File: src/rtl/ray_batch_streamer_if.sv
// ray_batch_streamer_if: ray FIFO, triangle SRAM and instruction bus of the batch streamer
// master: streamer side (pops rays, drives SRAM address, writes instructions, busy)
// slave: environment side (FIFO status/data, tri_count, SRAM data, downstream full)
interface ray_batch_streamer_if #(
  parameter int D_BITS = 32,
  parameter int M_BITS = 12,
  parameter int LANES  = 4
) ();
  logic                       in_empty;
  logic [6*D_BITS-1:0]        ray_in;
  logic                       in_rd_en;
  logic [M_BITS-1:0]          tri_count;
  logic [M_BITS-1:0]          mem_addr;
  logic [12*D_BITS-1:0]       mem_data;
  logic                       out_full;
  logic                       out_wr_en;
  logic [LANES*6*D_BITS-1:0]  out_rays;
  logic [LANES-1:0]           out_mask;
  logic [12*D_BITS-1:0]       out_tri;
  logic [M_BITS-1:0]          out_tri_idx;
  logic                       out_last;
  logic                       busy;
  modport master (
    input  in_empty, ray_in, tri_count, mem_data, out_full,
    output in_rd_en, mem_addr, out_wr_en, out_rays, out_mask, out_tri, out_tri_idx, out_last, busy
  );
  modport slave (
    output in_empty, ray_in, tri_count, mem_data, out_full,
    input  in_rd_en, mem_addr, out_wr_en, out_rays, out_mask, out_tri, out_tri_idx, out_last, busy
  );
endinterface

File: src/rtl/ray_batch_streamer.sv
// ray_batch_streamer: batches up to LANES rays and streams every triangle once per batch
// clock/reset: rising-edge clock, async active-low reset
// bus (master): ray FIFO pop, triangle SRAM read port, instruction output, busy
module ray_batch_streamer #(
  parameter int D_BITS = 32,
  parameter int M_BITS = 12,
  parameter int LANES  = 4
) (
  input  logic                 clock,
  input  logic                 reset,
  ray_batch_streamer_if.master bus
);
  localparam int RW = 6 * D_BITS;
  localparam int LW = $clog2(LANES + 1);
  typedef enum logic [2:0] {IDLE, LOAD, FETCH, WAIT, EMIT} state_t;
  state_t               state_q, state_d;
  logic [LW-1:0]        lane_cnt_q, lane_cnt_d, lane_sel, lane_nxt;
  logic [LANES*RW-1:0]  rays_q, rays_d;
  logic [LANES-1:0]     mask_q, mask_d;
  logic [M_BITS-1:0]    tri_cnt_q, tri_cnt_d, tri_idx_q, tri_idx_d;
  logic [M_BITS-1:0]    mem_addr_q, mem_addr_d, out_idx_q, out_idx_d;
  logic [12*D_BITS-1:0] out_tri_q, out_tri_d;
  logic                 pop, close, last, wr;
  always_comb begin
    state_d    = state_q;
    lane_cnt_d = lane_cnt_q;
    rays_d     = rays_q;
    mask_d     = mask_q;
    tri_cnt_d  = tri_cnt_q;
    tri_idx_d  = tri_idx_q;
    out_tri_d  = out_tri_q;
    out_idx_d  = out_idx_q;
    pop        = (state_q == IDLE || state_q == LOAD) && !bus.in_empty;
    lane_sel   = state_q == IDLE ? '0 : lane_cnt_q;
    lane_nxt   = lane_sel + LW'(1);
    last       = state_q == EMIT && tri_idx_q == tri_cnt_q - M_BITS'(1);
    wr         = state_q == EMIT && !bus.out_full;
    // a batch closes on the pop that fills the last lane, or on an empty FIFO while loading
    close      = (pop && lane_nxt == LW'(LANES)) || (state_q == LOAD && bus.in_empty);
    if (pop) begin
      for (int j = 0; j < LANES; j++)
        if (lane_sel == LW'(j)) begin
          rays_d[j*RW +: RW] = bus.ray_in;
          mask_d[j]          = 1'b1;
        end
      lane_cnt_d = lane_nxt;
      state_d    = LOAD;
    end
    if (close) begin
      tri_cnt_d = bus.tri_count;
      tri_idx_d = '0;
      state_d   = bus.tri_count == '0 ? IDLE : FETCH;
      mask_d    = bus.tri_count == '0 ? '0 : mask_d;
    end
    if (state_q == FETCH) state_d = WAIT;
    if (state_q == WAIT) begin
      out_tri_d = bus.mem_data;
      out_idx_d = tri_idx_q;
      state_d   = EMIT;
    end
    if (wr) begin
      state_d   = last ? IDLE : FETCH;
      tri_idx_d = last ? tri_idx_q : tri_idx_q + M_BITS'(1);
      mask_d    = last ? '0 : mask_q;
    end
  end
  // the address is registered on entry to FETCH so the SRAM sees it during FETCH
  assign mem_addr_d = state_d == FETCH ? tri_idx_d : mem_addr_q;
  always_ff @(posedge clock or negedge reset) begin
    if (!reset) begin
      state_q    <= IDLE;
      lane_cnt_q <= '0;
      rays_q     <= '0;
      mask_q     <= '0;
      tri_cnt_q  <= '0;
      tri_idx_q  <= '0;
      mem_addr_q <= '0;
      out_idx_q  <= '0;
      out_tri_q  <= '0;
    end else begin
      state_q    <= state_d;
      lane_cnt_q <= lane_cnt_d;
      rays_q     <= rays_d;
      mask_q     <= mask_d;
      tri_cnt_q  <= tri_cnt_d;
      tri_idx_q  <= tri_idx_d;
      mem_addr_q <= mem_addr_d;
      out_idx_q  <= out_idx_d;
      out_tri_q  <= out_tri_d;
    end
  end
  // the pop strobe is gated by reset so no ray is consumed while reset is held
  assign bus.in_rd_en    = pop && reset;
  assign bus.mem_addr    = mem_addr_q;
  assign bus.out_wr_en   = wr;
  assign bus.out_rays    = rays_q;
  assign bus.out_mask    = mask_q;
  assign bus.out_tri     = out_tri_q;
  assign bus.out_tri_idx = out_idx_q;
  assign bus.out_last    = last;
  assign bus.busy        = state_q != IDLE;
endmodule

File: src/flat_wrapper.sv
// flat-port wrapper written by rule: the top's interface ports become plain ports
module ray_batch_streamer_flat 
#(
  parameter int D_BITS = 32,
  parameter int M_BITS = 12,
  parameter int LANES  = 4
)
  (clock, reset, bus_in_empty, bus_ray_in, bus_tri_count, bus_mem_data, bus_out_full, bus_in_rd_en, bus_mem_addr, bus_out_wr_en, bus_out_rays, bus_out_mask, bus_out_tri, bus_out_tri_idx, bus_out_last, bus_busy);
  ray_batch_streamer_if #(.D_BITS(D_BITS), .M_BITS(M_BITS), .LANES(LANES)) bus_i ();
  input  logic clock;
  input  logic reset;
  input wire logic [$bits(bus_i.in_empty)-1:0] bus_in_empty;
  input wire logic [$bits(bus_i.ray_in)-1:0] bus_ray_in;
  input wire logic [$bits(bus_i.tri_count)-1:0] bus_tri_count;
  input wire logic [$bits(bus_i.mem_data)-1:0] bus_mem_data;
  input wire logic [$bits(bus_i.out_full)-1:0] bus_out_full;
  output wire logic [$bits(bus_i.in_rd_en)-1:0] bus_in_rd_en;
  output wire logic [$bits(bus_i.mem_addr)-1:0] bus_mem_addr;
  output wire logic [$bits(bus_i.out_wr_en)-1:0] bus_out_wr_en;
  output wire logic [$bits(bus_i.out_rays)-1:0] bus_out_rays;
  output wire logic [$bits(bus_i.out_mask)-1:0] bus_out_mask;
  output wire logic [$bits(bus_i.out_tri)-1:0] bus_out_tri;
  output wire logic [$bits(bus_i.out_tri_idx)-1:0] bus_out_tri_idx;
  output wire logic [$bits(bus_i.out_last)-1:0] bus_out_last;
  output wire logic [$bits(bus_i.busy)-1:0] bus_busy;
  assign bus_i.in_empty = bus_in_empty;
  assign bus_i.ray_in = bus_ray_in;
  assign bus_i.tri_count = bus_tri_count;
  assign bus_i.mem_data = bus_mem_data;
  assign bus_i.out_full = bus_out_full;
  assign bus_in_rd_en = bus_i.in_rd_en;
  assign bus_mem_addr = bus_i.mem_addr;
  assign bus_out_wr_en = bus_i.out_wr_en;
  assign bus_out_rays = bus_i.out_rays;
  assign bus_out_mask = bus_i.out_mask;
  assign bus_out_tri = bus_i.out_tri;
  assign bus_out_tri_idx = bus_i.out_tri_idx;
  assign bus_out_last = bus_i.out_last;
  assign bus_busy = bus_i.busy;
  ray_batch_streamer #(.D_BITS(D_BITS), .M_BITS(M_BITS), .LANES(LANES)) u_core (.clock(clock), .reset(reset), .bus(bus_i));
endmodule
File: config.mk
export PLATFORM = sky130hd
export DESIGN_NAME = ray_batch_streamer_flat
export DESIGN_NICKNAME = d
export VERILOG_FILES = /design/src/rtl/ray_batch_streamer_if.sv /design/src/rtl/ray_batch_streamer.sv /design/src/flat_wrapper.sv
export SDC_FILE = /design/constraint.sdc
export NUM_CORES = 2
export LEC_CHECK = 0
export ABC_AREA = 1
export BUFFER_PORTS_ARGS = -buffer_cell sky130_fd_sc_hd__buf_2
export CORE_AREA = 2 2 695 697
export CTS_CLUSTER_DIAMETER = 150
export DETAILED_ROUTE_END_ITERATION = 12
export DIE_AREA = 0 0 697 699
export PLACE_DENSITY = 0.31
export SKIP_CTS_REPAIR_TIMING = 1
export SYNTH_ARGS = -nofsm -noshare
export SYNTH_HDL_FRONTEND = slang
export SYNTH_SLANG_ARGS = --single-unit
File: constraint.sdc
create_clock -name clock -period 2.4 [get_ports clock]
set_input_delay 0.48 -clock clock [delete_from_list [all_inputs] [get_ports clock]]
set_output_delay 0.48 -clock clock [all_outputs]
set_load 0.02 [all_outputs]
* Yosys cells after proc, flatten, opt, wreduce, memory -nomap -nowiden *
Index checks and enable logic that the tools add are counted.

word-level totals
  input bits = 592
  bits in registers = 1210
  output and inout port bits = 1184

operators by class
  reduce and logical (&&, ||, !) cells = 18
  mux-type cells = 20
  $add $sub $neg = 3
  equality and inequality tests = 11

operator list
  cell                                                                     count
  12-bit two-way mux                                                       3
  4-bit two-way mux                                                        5
  3-bit two-way mux                                                        6
  3-bit by 2-bit == test with 1-bit output, second input constant          5
  12-bit by 1-bit adder with 12-bit output, second input constant          1
  12-bit == test                                                           1
  12-bit zero test                                                         1
  12-bit by 1-bit subtractor with 12-bit output, second input constant     1
  2-bit AND reduction                                                      4
  3-bit by 1-bit == test with 1-bit output, second input constant          2
  3-bit == test, second input constant                                     2
  1-bit logical AND                                                        6
  3-bit zero test                                                          2
  1-bit two-way mux                                                        4
  2-bit two-way mux                                                        2
  3-bit by 1-bit adder with 3-bit output, second input constant            1
  3-bit nonzero test                                                       1
  1-bit zero test                                                          2
  1-bit logical OR                                                         2
  2-bit by 1-bit inequality test with 1-bit output, second input constant  1

* Logic depth before layout (Yosys ltp) *
  depth in word-level cells = 11
  gate-level depth with buffers = 21
  depth with buffers taken out = 20

* Worst setup path before layout *
Ideal clock, no wire load.

  path kind = register -> register
  from = register u_core.state_q[2]
  to = register u_core.mem_addr_q[5], in the netlist u_core.bus.mem_addr[5]
  path buffers = 1
  data arrival time = 2590 ps
  clock period less this slack = 2711 ps
  stages on the path, launching flop included = 22
  slack = -311 ps
  library setup time = 121 ps
  path through = dfrtp_1 inv_2 nand2_2 inv_1 nand2_1 nand2_1 inv_1 ha_1 ha_1 nor2_2 nand2_1 nand2_4 inv_2 o21ai_1 o21ai_1 nand2_1 nand2_1 a21oi_4 inv_4 buf_6 nand2_1 o21ai_1

between the ends
  cells in the longest elaborated chain, start to end = 11
  elaborated cells between the ends (all ways) = 25
  classes of those cells = 1 x add/sub; 6 x eq/ne; 10 x mux; 8 x reduce/logical

ends and longest elaborated chain
  what                                      line                      source
  start, declared                           ray_batch_streamer.sv:16  state_t state_q, state_d;
  start signal, assigned                    ray_batch_streamer.sv:81  state_q <= state_d;
  3-bit zero test *                         ray_batch_streamer.sv:34  lane_sel = state_q == IDLE ? '0 : lane_cnt_q;
  3-bit two-way mux *                       ray_batch_streamer.sv:34
  3-bit by 1-bit adder with 3-bit output *  ray_batch_streamer.sv:35  lane_nxt = lane_sel + LW'(1);
  net u_core.lane_nxt[0]                    ray_batch_streamer.sv:17  logic [LW-1:0] lane_cnt_q, lane_cnt_d, lane_sel, lane_nxt;
  3-bit == test *                           ray_batch_streamer.sv:39  close = (pop && lane_nxt == LW'(LANES)) || (state_q == LOAD && bus.in_empty);
  1-bit logical AND *                       ray_batch_streamer.sv:39
  1-bit logical OR *                        ray_batch_streamer.sv:39
  3-bit two-way mux                         ray_batch_streamer.sv:49  if (close) begin
  3-bit two-way mux                         ray_batch_streamer.sv:55  if (state_q == FETCH) state_d = WAIT;
  3-bit two-way mux                         ray_batch_streamer.sv:56  if (state_q == WAIT) begin
  3-bit two-way mux                         ray_batch_streamer.sv:61  if (wr) begin
  3-bit by 2-bit == test with 1-bit output  ray_batch_streamer.sv:68  assign mem_addr_d = state_d == FETCH ? tri_idx_d : mem_addr_q;
  end signal, assigned                      ray_batch_streamer.sv:87  mem_addr_q <= mem_addr_d;
  end, declared                             ray_batch_streamer.sv:21  logic [M_BITS-1:0] mem_addr_q, mem_addr_d, out_idx_q, out_idx_d;

Mark *: on every way through the listed nets, which the timed path passes. The rest lies on a longest branch.
A chain may end at the register's enable or synchronous reset.

* Final worst setup path *
  from = register u_core.tri_cnt_q[0]
  to = output port bus_out_last

between the ends
  cells in the longest elaborated chain, start to end = 3

ends and longest elaborated chain
  what                                           line                      source
  start, declared                                ray_batch_streamer.sv:20  logic [M_BITS-1:0] tri_cnt_q, tri_cnt_d, tri_idx_q, tri_idx_d;
  start signal, assigned                         ray_batch_streamer.sv:85  tri_cnt_q <= tri_cnt_d;
  12-bit by 1-bit subtractor with 12-bit output  ray_batch_streamer.sv:36  last = state_q == EMIT && tri_idx_q == tri_cnt_q - M_BITS'(1);
  12-bit == test                                 ray_batch_streamer.sv:36
  1-bit logical AND                              ray_batch_streamer.sv:36
  end, declared                                  flat_wrapper.sv:24        output wire logic [$bits(bus_i.out_last)-1:0] bus_out_last;

No other way between the ends.

==> flow_metrics.tcl <==
set metrics [dict create \
    vdd_drop_max_mv 0.610 \
    synth_area_mm2 0.0453 \
    multiInputGateArea_mm2 0.0133 \
    hpwl_um 297000 \
    coreArea_mm2 0.480 \
    worstSetupStartpointType "register" \
    fin_hold_ws_ns 0.0111 \
    grt_max_degree 135 \
    grt_pass1_wl_um 453000 \
    end_kind "output port" \
    drc 0 \
    overflow 0 \
    finalHoldViolCount 0 \
    synth_common_cells "nand2_1, dfrtp_1, o21ai_0, inv_1, clkbuf_1" \
    routedWlPerCell_um 25.8 \
    max_slew_margin_pct 38.0 \
    power_density_mw_per_mm2 1490 \
    dr.pass1.iters 7 \
    min_path_type "input port to register" \
    syn_to_final_growth_pct 64.7 \
    synth.top_cell.area_share_pct 66.9 \
    ys.flop_type "dfrtp_1" \
    grt_pass1_vias 41350 \
    rsz0062_at_grt "true" \
    ant_nets 0 \
    yosysMostFrequentCell "nand2_1" \
    fin_setup_tns_ns -2.38 \
    fin_skew_ns 0.0470 \
    routabilityCongestion 0.900 \
    finish.net_count 7676 \
    dieArea_mm2 0.487 \
    clk_pin_slew_worst_paths_ns 0.05 \
    root_buffer "clkbuf_16" \
    synth_top_cell_by_area "dfrtp_1" \
    cap_violations 0 \
    initial_core_util_pct 9.43 \
    async_flop_share_pct 100 \
    vias_per_cell 3.12 \
    cts_tree "yes" \
    clockBufferDepth 4 \
    p_leak_uw 0.0368 \
    drv_slew 0 \
    pre_cts_ws_ns -0.640 \
    seq_area_frac_synth_pct 66.9 \
    fin_ws_ns -0.846 \
    ys_top_cells_by_area "dfrtp_1, nand2_1, o21ai_0" \
    setup_viol 15 \
    synth_fp_nets 5316 \
    clock-sinks 1210 \
    fp-row-count 255 \
    fillers 54823 \
    synth-edff-count 0 \
    fmax_ghz 0.308 \
    drive_gt1_share_pct 32.8 \
    antenna_found_initial 193 \
    seqCellArea_mm2 0.0303 \
    worst_pin_slew_ns 0.930 \
    htree_levels 4 \
    synth_seq_cells 1210 \
    crit_type "register to output port" \
    wl_um 354000 \
    num_vias 42857 \
    cp_max_fo 2 \
    power_uw 111000 \
    syn_area_per_cell_um2 9.60 \
    critPathArrivalTime_ns 2.77 \
    min_period_over_period_pct 135 \
    ios 1776 \
    ys_warn_count 0 \
    violations "negative setup slack" \
    period_needed_ns 3.25 \
    die_y_um 699 \
    required_ns 1.92 \
    clock_latency_ns 0.86 \
    drt_iter0_markers 2914 \
    synthCells 4716 \
    fp.dieW_um 697 \
    cts_buffers 172 \
    synth_cell_type_count 37 \
    port_buffers 1775 \
    status "finished, violations left" \
    grt_use_total_pct 14.0 \
]
==> worst max-delay path, cell delays in order (launching register included) <==
cell and delay, ns:
dfrtp_1 0.38, inv_2 0.08, ha_4 0.20, inv_2 0.04, nand2_1 0.03, nand2_1 0.07
nand3_2 0.08, o21ba_4 0.23, nand3_2 0.06, nor3_2 0.17, nor3b_4 0.30, buf_6 0.16
buf_6 0.11
==> where the power goes <==
part	switching (µW)	internal (µW)	leakage, µW	total (µW)
combinational	34900	13900	0.0189	48800
clock	10900	15800	0.00281	26700
sequential	5690	30100	0.0151	35800
==> registers in the layout (all words and copies together) (netlist names), 4 cells and up <==
register / count
u_core.bus.mem_addr: 12
u_core.bus.out_mask: 4
u_core.bus.out_rays: 768
u_core.bus.out_tri: 384
u_core.bus.out_tri_idx: 12
u_core.tri_cnt_q: 12
u_core.tri_idx_q: 12
==> layout make-up <==
class	count	area share [%]
antenna	87	0.292
clock buffer	251	6.72
clock inverter	55	0.965
inverter	252	1.31
multi-input combinational	2992	17.8
sequential	1210	40.6
tap	6425	10.8
timing repair buffer	2447	21.5
timing repair inverter	1	0.0117
==> through the flow <==
step,cells,utilization (%),cell area [µm²]
detailed placement,12887,13.3,63900
floorplan,4716,-,45300
global placement,12887,13.3,63900
finish,13720,15.5,74600
global route,13687,15.5,74500
CTS,13193,14.5,69700
==> final timing paths <==
| kind | start | endpoint | slack, ns | cells past startpoint |
|---|---|---|---|---|
| min in group asynchronous | reset | u_core.bus.out_rays[761] | 0.20 | 2 |
| worst max register to register | u_core.state_q[2] | u_core.bus.mem_addr[6] | -0.12 | 21 |
| max in group asynchronous | reset | u_core.bus.out_rays[441] | 1.10 | 5 |
| worst min register to register | u_core.bus.out_tri[303] | u_core.bus.out_tri[303] | 0.46 | 2 |
| worst min-delay path | bus_mem_data[99] | u_core.bus.out_tri[99] | 0.01 | 3 |
| worst max-delay path | u_core.tri_cnt_q[0] | bus_out_last | -0.85 | 12 |
==> kinds of logic after synthesis <==
family                   after synthesis  synth area share, %
adder cells (fa/ha/maj)                8                0.221
XOR/XNOR                               6                0.116
AND/OR/NAND/NOR                     2155                 18.2
AO/OA/AOI/OAI                        823                 10.2
buffers and inverters                514                 4.30
flip-flops                          1210                 66.9
==> routing by layer <==
layer  routed length, µm  up-vias  global-route usage (%)
met2              164000     1582                    22.9
met3               31000      433                    5.67
met1              149000    21011                    17.1
li1                    -    19743                       -
met4                8810       88                    3.19
met5                 874        -                       0
==> cell usage in the layout (no fill, tap or decap), drive strengths merged <==
| cell type | n |
|---|---|
| nor2 | 28 |
| o21ba | 1 |
| or2 | 1 |
| clkinvlp | 5 |
| ha | 8 |
| nor3b | 2 |
| a21oi | 5 |
| clkbuf | 251 |
| xor2 | 4 |
| nand3b | 1 |
| nor4 | 1 |
| nor3 | 9 |
| nand2 | 2065 |
| o22ai | 1 |
| nand4 | 10 |
| dfrtp | 1210 |
| bufinv | 12 |
| and2 | 4 |
| buf | 2026 |
| diode | 87 |
| inv | 264 |
| o21a | 193 |
| xnor2 | 2 |
| o21ai | 619 |
| o31ai | 2 |
| dlygate4sd3 | 421 |
| a31oi | 2 |
| nand3 | 34 |
| clkinv | 27 |
Power figures use the tool's default switching activity.
